File: src/rtl/uart_frame_parser.sv
// uart_frame_parser
// Sits behind the UART receiver. It hunts for the sync byte, then collects
// address, length, payload and an XOR checksum, buffering the payload. A frame
// whose checksum matches is replayed as an AXI-Stream packet with the address
// on tuser and tlast on the final byte. Malformed or stalled frames are dropped
// and flagged with one-cycle status pulses.
module uart_frame_parser #(
  parameter int         MAX_LEN   = 16,
  parameter logic [7:0] SYNC_BYTE = 8'hA5,
  parameter int         TIMEOUT   = 100000
) (
  input  logic       clk,
  input  logic       rst,
  input  logic [7:0] input_axis_tdata,
  input  logic       input_axis_tvalid,
  output logic       input_axis_tready,
  output logic [7:0] output_axis_tdata,
  output logic       output_axis_tvalid,
  input  logic       output_axis_tready,
  output logic       output_axis_tlast,
  output logic [7:0] output_axis_tuser,
  output logic       busy,
  output logic       frame_ok,
  output logic       checksum_error,
  output logic       length_error,
  output logic       timeout_error
);

  localparam int          IDX_W     = (MAX_LEN > 1) ? $clog2(MAX_LEN) : 1;
  localparam logic [7:0]  MAX_LEN_B = 8'(MAX_LEN);
  localparam logic [31:0] TO_LAST   = (TIMEOUT > 0) ? 32'(TIMEOUT - 1) : 32'd0;

  typedef enum logic [2:0] {
    S_IDLE,
    S_ADDR,
    S_LEN,
    S_DATA,
    S_CHK,
    S_SEND
  } state_t;

  state_t      state;
  logic [7:0]  addr;
  logic [7:0]  len;
  logic [7:0]  chk;
  logic [7:0]  cnt;
  logic [7:0]  rd;
  logic [7:0]  rd_next;
  logic [31:0] tcnt;
  logic [7:0]  pbuf [MAX_LEN];

  logic in_fire;
  logic out_fire;
  logic timer_on;
  logic timer_hit;

  // A length of zero or beyond the buffer depth cannot be framed.
  function automatic logic len_bad(input logic [7:0] b);
    return (b == 8'd0) || (b > MAX_LEN_B);
  endfunction

  assign in_fire  = input_axis_tvalid & input_axis_tready;
  assign out_fire = output_axis_tvalid & output_axis_tready;
  assign rd_next  = rd + 8'd1;
  assign busy     = (state != S_IDLE);

  // The inter-byte timer only matters while a frame is being received; an
  // accepted byte on the limit cycle takes priority over the timeout.
  assign timer_on  = (state == S_ADDR) || (state == S_LEN) ||
                     (state == S_DATA) || (state == S_CHK);
  assign timer_hit = (TIMEOUT != 0) && timer_on && !in_fire && (tcnt == TO_LAST);

  // Frame datapath: header fields, running checksum and payload buffer.
  always_ff @(posedge clk) begin
    if (in_fire) begin
      case (state)
        S_ADDR: begin
          addr <= input_axis_tdata;
          chk  <= input_axis_tdata;
        end
        S_LEN: begin
          if (!len_bad(input_axis_tdata)) begin
            len <= input_axis_tdata;
            chk <= chk ^ input_axis_tdata;
          end
        end
        S_DATA: begin
          pbuf[cnt[IDX_W-1:0]] <= input_axis_tdata;
          chk                  <= chk ^ input_axis_tdata;
        end
        default: ;
      endcase
    end
  end

  // Control FSM with registered stream outputs, status pulses and timer.
  always_ff @(posedge clk or posedge rst) begin
    if (rst) begin
      state              <= S_IDLE;
      cnt                <= 8'd0;
      rd                 <= 8'd0;
      tcnt               <= 32'd0;
      input_axis_tready  <= 1'b0;
      output_axis_tdata  <= 8'd0;
      output_axis_tvalid <= 1'b0;
      output_axis_tlast  <= 1'b0;
      output_axis_tuser  <= 8'd0;
      frame_ok           <= 1'b0;
      checksum_error     <= 1'b0;
      length_error       <= 1'b0;
      timeout_error      <= 1'b0;
    end else begin
      frame_ok       <= 1'b0;
      checksum_error <= 1'b0;
      length_error   <= 1'b0;
      timeout_error  <= 1'b0;

      // Input is open in every state except while replaying a packet.
      if (state != S_SEND) begin
        input_axis_tready <= 1'b1;
      end

      if (!timer_on || in_fire || timer_hit) begin
        tcnt <= 32'd0;
      end else if (TIMEOUT != 0) begin
        tcnt <= tcnt + 32'd1;
      end

      case (state)
        S_IDLE: begin
          if (in_fire && (input_axis_tdata == SYNC_BYTE)) begin
            state <= S_ADDR;
          end
        end
        S_ADDR: begin
          if (in_fire) begin
            state <= S_LEN;
          end
        end
        S_LEN: begin
          if (in_fire) begin
            if (len_bad(input_axis_tdata)) begin
              length_error <= 1'b1;
              state        <= S_IDLE;
            end else begin
              cnt   <= 8'd0;
              state <= S_DATA;
            end
          end
        end
        S_DATA: begin
          if (in_fire) begin
            cnt <= cnt + 8'd1;
            if (cnt == len - 8'd1) begin
              state <= S_CHK;
            end
          end
        end
        S_CHK: begin
          if (in_fire) begin
            if (input_axis_tdata == chk) begin
              frame_ok           <= 1'b1;
              rd                 <= 8'd0;
              state              <= S_SEND;
              input_axis_tready  <= 1'b0;
              output_axis_tvalid <= 1'b1;
              output_axis_tdata  <= pbuf[0];
              output_axis_tuser  <= addr;
              output_axis_tlast  <= (len == 8'd1);
            end else begin
              checksum_error <= 1'b1;
              state          <= S_IDLE;
            end
          end
        end
        S_SEND: begin
          if (out_fire) begin
            if (output_axis_tlast) begin
              state              <= S_IDLE;
              input_axis_tready  <= 1'b1;
              output_axis_tvalid <= 1'b0;
              output_axis_tdata  <= 8'd0;
              output_axis_tuser  <= 8'd0;
              output_axis_tlast  <= 1'b0;
            end else begin
              rd                <= rd_next;
              output_axis_tdata <= pbuf[rd_next[IDX_W-1:0]];
              output_axis_tlast <= (rd_next == len - 8'd1);
            end
          end
        end
        default: state <= S_IDLE;
      endcase

      if (timer_hit) begin
        timeout_error <= 1'b1;
        state         <= S_IDLE;
      end
    end
  end

endmodule

File: config.mk
export PLATFORM = sky130hd
export DESIGN_NAME = uart_frame_parser
export DESIGN_NICKNAME = d
export VERILOG_FILES = /design/src/rtl/uart_frame_parser.sv
export SDC_FILE = /design/constraint.sdc
export NUM_CORES = 1
export LEC_CHECK = 0
export CAP_MARGIN = 20
export CORE_ASPECT_RATIO = 0.7
export CORE_MARGIN = 2
export CORE_UTILIZATION = 41
export DETAILED_ROUTE_END_ITERATION = 6
export PLACE_DENSITY_LB_ADDON = 0.15
export SLEW_MARGIN = 20
export SYNTH_ARGS = -nofsm -noshare
export SYNTH_HDL_FRONTEND = slang
export SYNTH_SLANG_ARGS = --single-unit
File: constraint.sdc
create_clock -name clk -period 2.6 [get_ports clk]
set_input_delay 0.65 -clock clk [delete_from_list [all_inputs] [get_ports clk]]
set_output_delay 0.65 -clock clk [all_outputs]
set_load 0.005 [all_outputs]
==> flow_summary_export.csv <==
group,metric,value,unit
sta,tightest_slew,0.684,ns
final_layout,final_core_utilization,50.4,%
place,hpwl,16.8,mm
place,port_buffers,35,
route,postRouteAntennaNets,0,
route,route.detailed.drc,0,
power,p_clk_share,37.6,%
grt,grt_usage,19.4,%
synthesis,async_reset_ff_share,32.7,%
route,wirelength,23.9,mm
sta,fin_tns_setup,0,ns
synthesis,netlist_area,9950,µm²
power,switchingPower,2.20,mW
grt,grt_max_degree,63,
place,gp_congestion,0.804,
floorplanning,die_x,190,µm
route,via_per_inst,5.49,
sta,final_max_slew_viol_count,0,
final_layout,layout_commonest_cell,"edfxtp_1",
sta,clock_skew,0.0171,ns
floorplanning,core-area,23800,µm²
final_layout,area_growth_syn_to_layout,20.4,%
flow_run,drv_cap,0,
synthesis,syn_inst,684,
floorplanning,start_util,41.9,%
clocking,clk_path_buf_depth,3,
route,wire_per_inst,21.2,µm
worst_hold_path,hold_class,"in2async",
clocking,clock_latency,0.52,ns
synthesis,synth_top_family_by_area,"simple AND/OR/NAND/NOR gates",
clocking,cts_sinks,226,
sta,fin_crit,2.44,ns
power,pwr-share-seq,50.2,%
worst_setup_path,worstPathMaxFanout,20,
clocking,htree_levels,1,
synthesis,synth_flop_cell,"edfxtp_1",
route,first_iter_violations,582,
clocking,clkTransAtPathRegs,0.06,ns
final_layout,n_antenna_cell,0,
status,status,"complete, no violations",
synthesis,synth_edf_count,152,
worst_setup_path,arrival,2.87,ns
synthesis,synth_fa_ha_area_share,1.01,%
grt,grt_pass1_vias,6230,
place,dp.cells,1088,
power,power.density,724,nW/µm²
sta,max_slew_margin,54.1,%
power,vdd_ir_drop_max,0.532,mV
worst_setup_path,start_kind,"input pin",
final_layout,layout-drive-gt1-share,21.3,%
floorplanning,num_io_pins,36,
grt,antenna_found_initial,0,
final_layout,layout_common_cells,"edfxtp_1, nor2_1, buf_4",
clocking,cts_inserted_buffers,23,
grt,grt_pass1_wl,37.2,mm
sta,rsz0062_at_grt,"no",
sta,hold_viol_final,0,
synthesis,synth-seq-area-share,64.5,%
place,place_area,11200,µm²
worst_setup_path,worstSetupEndpointType,"flip-flop",
sta,hold_slack,0.416,ns
final_layout,fin_cells,1130,
power,power,8.68,mW
sta,fmax,410,MHz
route,dr.pass1.iters,5,
synthesis,syn_avg_cell_area,14.5,µm²
synthesis,synth_simple_gate_area_share,12.1,%
clocking,cts-root-buf,"clkbuf_16",
route,via_count,6208,
power,swShare,25.4,%
worst_setup_path,path_cells,"clkdlybuf4s50_1 > buf_4 > buf_4 > buf_4 > or4_1 > nor2_1 > o21ai_1 > a2111o_1 > a31oi_1",
final_layout,finalInstanceArea,12000,µm²
sta,setup_violations,0,
worst_setup_path,cp_slowest_cell,"or4_1",
final_layout,num-nets-final,815,
power,leakagePower,4.32,nW
synthesis,yosysWarningCount,0,
synthesis,synth_nets,704,
worst_setup_path,cpPeakStageDelay,0.48,ns
synthesis,synth.distinct_cells,54,
floorplanning,die_h,134,µm
grt,grt-ovfl-total,0,
clocking,cts_tree,"done",
sta,post-route-period-util,93.7,%
worst_setup_path,path_common_cell,"buf_4",
synthesis,synth-xor-area-share,7.79,%
floorplanning,dieArea,25500,µm²
power,power.internal,6.48,mW
power,power_frac_comb,12.2,%
synthesis,synth_compound_area_share,3.45,%
synthesis,synthMuxAreaShare,9.47,%
floorplanning,rows,47,
place,place_ws,-0.631,ns
worst_setup_path,cp.required,3.04,ns
sta,worst_slack,0.164,ns
worst_setup_path,worstSetupPathType,"in2reg",
synthesis,ys_ff_latch,226,
[cell families after synthesis]
kind of cell	Yosys count
AND/OR/NAND/NOR	233
flip-flops	226
XOR/XNOR	81
AO/OA/AOI/OAI	55
multiplexers	44
buffers and inverters	37
adder cells (fa/ha/maj)	8
[sequential cells by signal (all words and copies together), names as in the netlist]
signal and cells:
pbuf 128, tcnt 32, addr 8, chk 8, cnt 8, len 8, output_axis_tdata 8, output_axis_tuser 8
rd 8, state 3, checksum_error 1, frame_ok 1, input_axis_tready 1, length_error 1, output_axis_tlast 1, output_axis_tvalid 1
timeout_error 1
[synth_stat cells, types with 2 or more instances]
master,count,area (µm²)
a21oi_1,14,70.1
a22o_1,8,70.1
a22oi_1,2,15.0
and2_1,4,25.0
and3_1,4,25.0
and4_1,3,26.3
buf_1,2,7.51
buf_2,6,30.0
buf_6,3,33.8
clkbuf_1,16,60.1
dfrtp_1,74,1850
edfxtp_1,152,4560
ha_1,8,100
inv_1,9,33.8
mux2i_1,3,30.0
mux4_2,40,901
nand2_1,47,176
nand2b_1,4,25.0
nand3_1,25,125
nand3_2,2,20.0
nand3b_1,2,15.0
nand4_1,12,75.1
nor2_1,77,289
nor2b_1,3,18.8
nor3_1,15,75.1
nor4_1,13,81.3
nor4_4,3,63.8
nor4b_1,4,35.0
o21ai_0,9,45.0
o21ai_1,11,55.1
o31ai_1,4,30.0
or2_1,3,18.8
or3_1,4,25.0
xnor2_1,45,394
xnor3_1,2,45.0
xor2_1,32,280
xor2_4,2,55.1
[power groups by stage]
| stage | registers, mW | clock network, mW | logic [mW] |
|---|---|---|---|
| 2_1_floorplan | 4.34 | 0 | 0.692 |
| 3_3_place_gp | 4.41 | 0 | 1.01 |
| 5_1_grt | 4.39 | 3.46 | 1.17 |
| 4_1_cts | 4.36 | 3.32 | 1.05 |
| 6_report | 4.36 | 3.26 | 1.06 |
| 3_5_place_dp | 4.43 | 0 | 1.04 |
[final timing paths]
path,start,endpoint,slack (ns),depth (start not counted)
worst max register to register,len[0],state[0],0.27,9
min in group clk,addr[0],output_axis_tuser[0],0.48,1
worst min-delay path,rst,rd[3],0.42,2
worst min register to register,addr[0],output_axis_tuser[0],0.48,1
max in group asynchronous,rst,state[2],1.55,3
worst max-delay path,input_axis_tdata[1],state[0],0.16,9
[metal layers]
layer  routed length, µm  vias up  track usage [%]
li1                    -     2781                -
met1               12400     3193             32.1
met2                9870      209             27.2
met3                1270       25             2.46
met4                 374        0             4.05
met5                   0        -                0
[worst max-delay path: cells and delay by family]
| family | cells | cell delay, ns |
|---|---|---|
| compound gates | 3 | 0.65 |
| simple gates | 2 | 0.60 |
| buf+inv | 4 | 0.97 |
[area by class of cell]
cell class                      instances  area (µm²)
Multi-Input combinational cell        421        3390
Sequential cell                       226        6420
Clock inverter                          9        50.0
Inverter                               10        37.5
Timing Repair Buffer                  113         986
Clock buffer                           33         701
Fill cell                            2012       11800
Tap cell                              318         398
[timing repair]
action                                  in CTS  in global routing
gates resized for setup                      3                  7
endpoints found under the setup margin       9                 23
hold buffers                                 0                  0
setup buffers                                0                  0
cloned                                       0                  0
pin swaps                                    0                  1
No activity file was read; power rests on OpenSTA's default activity.
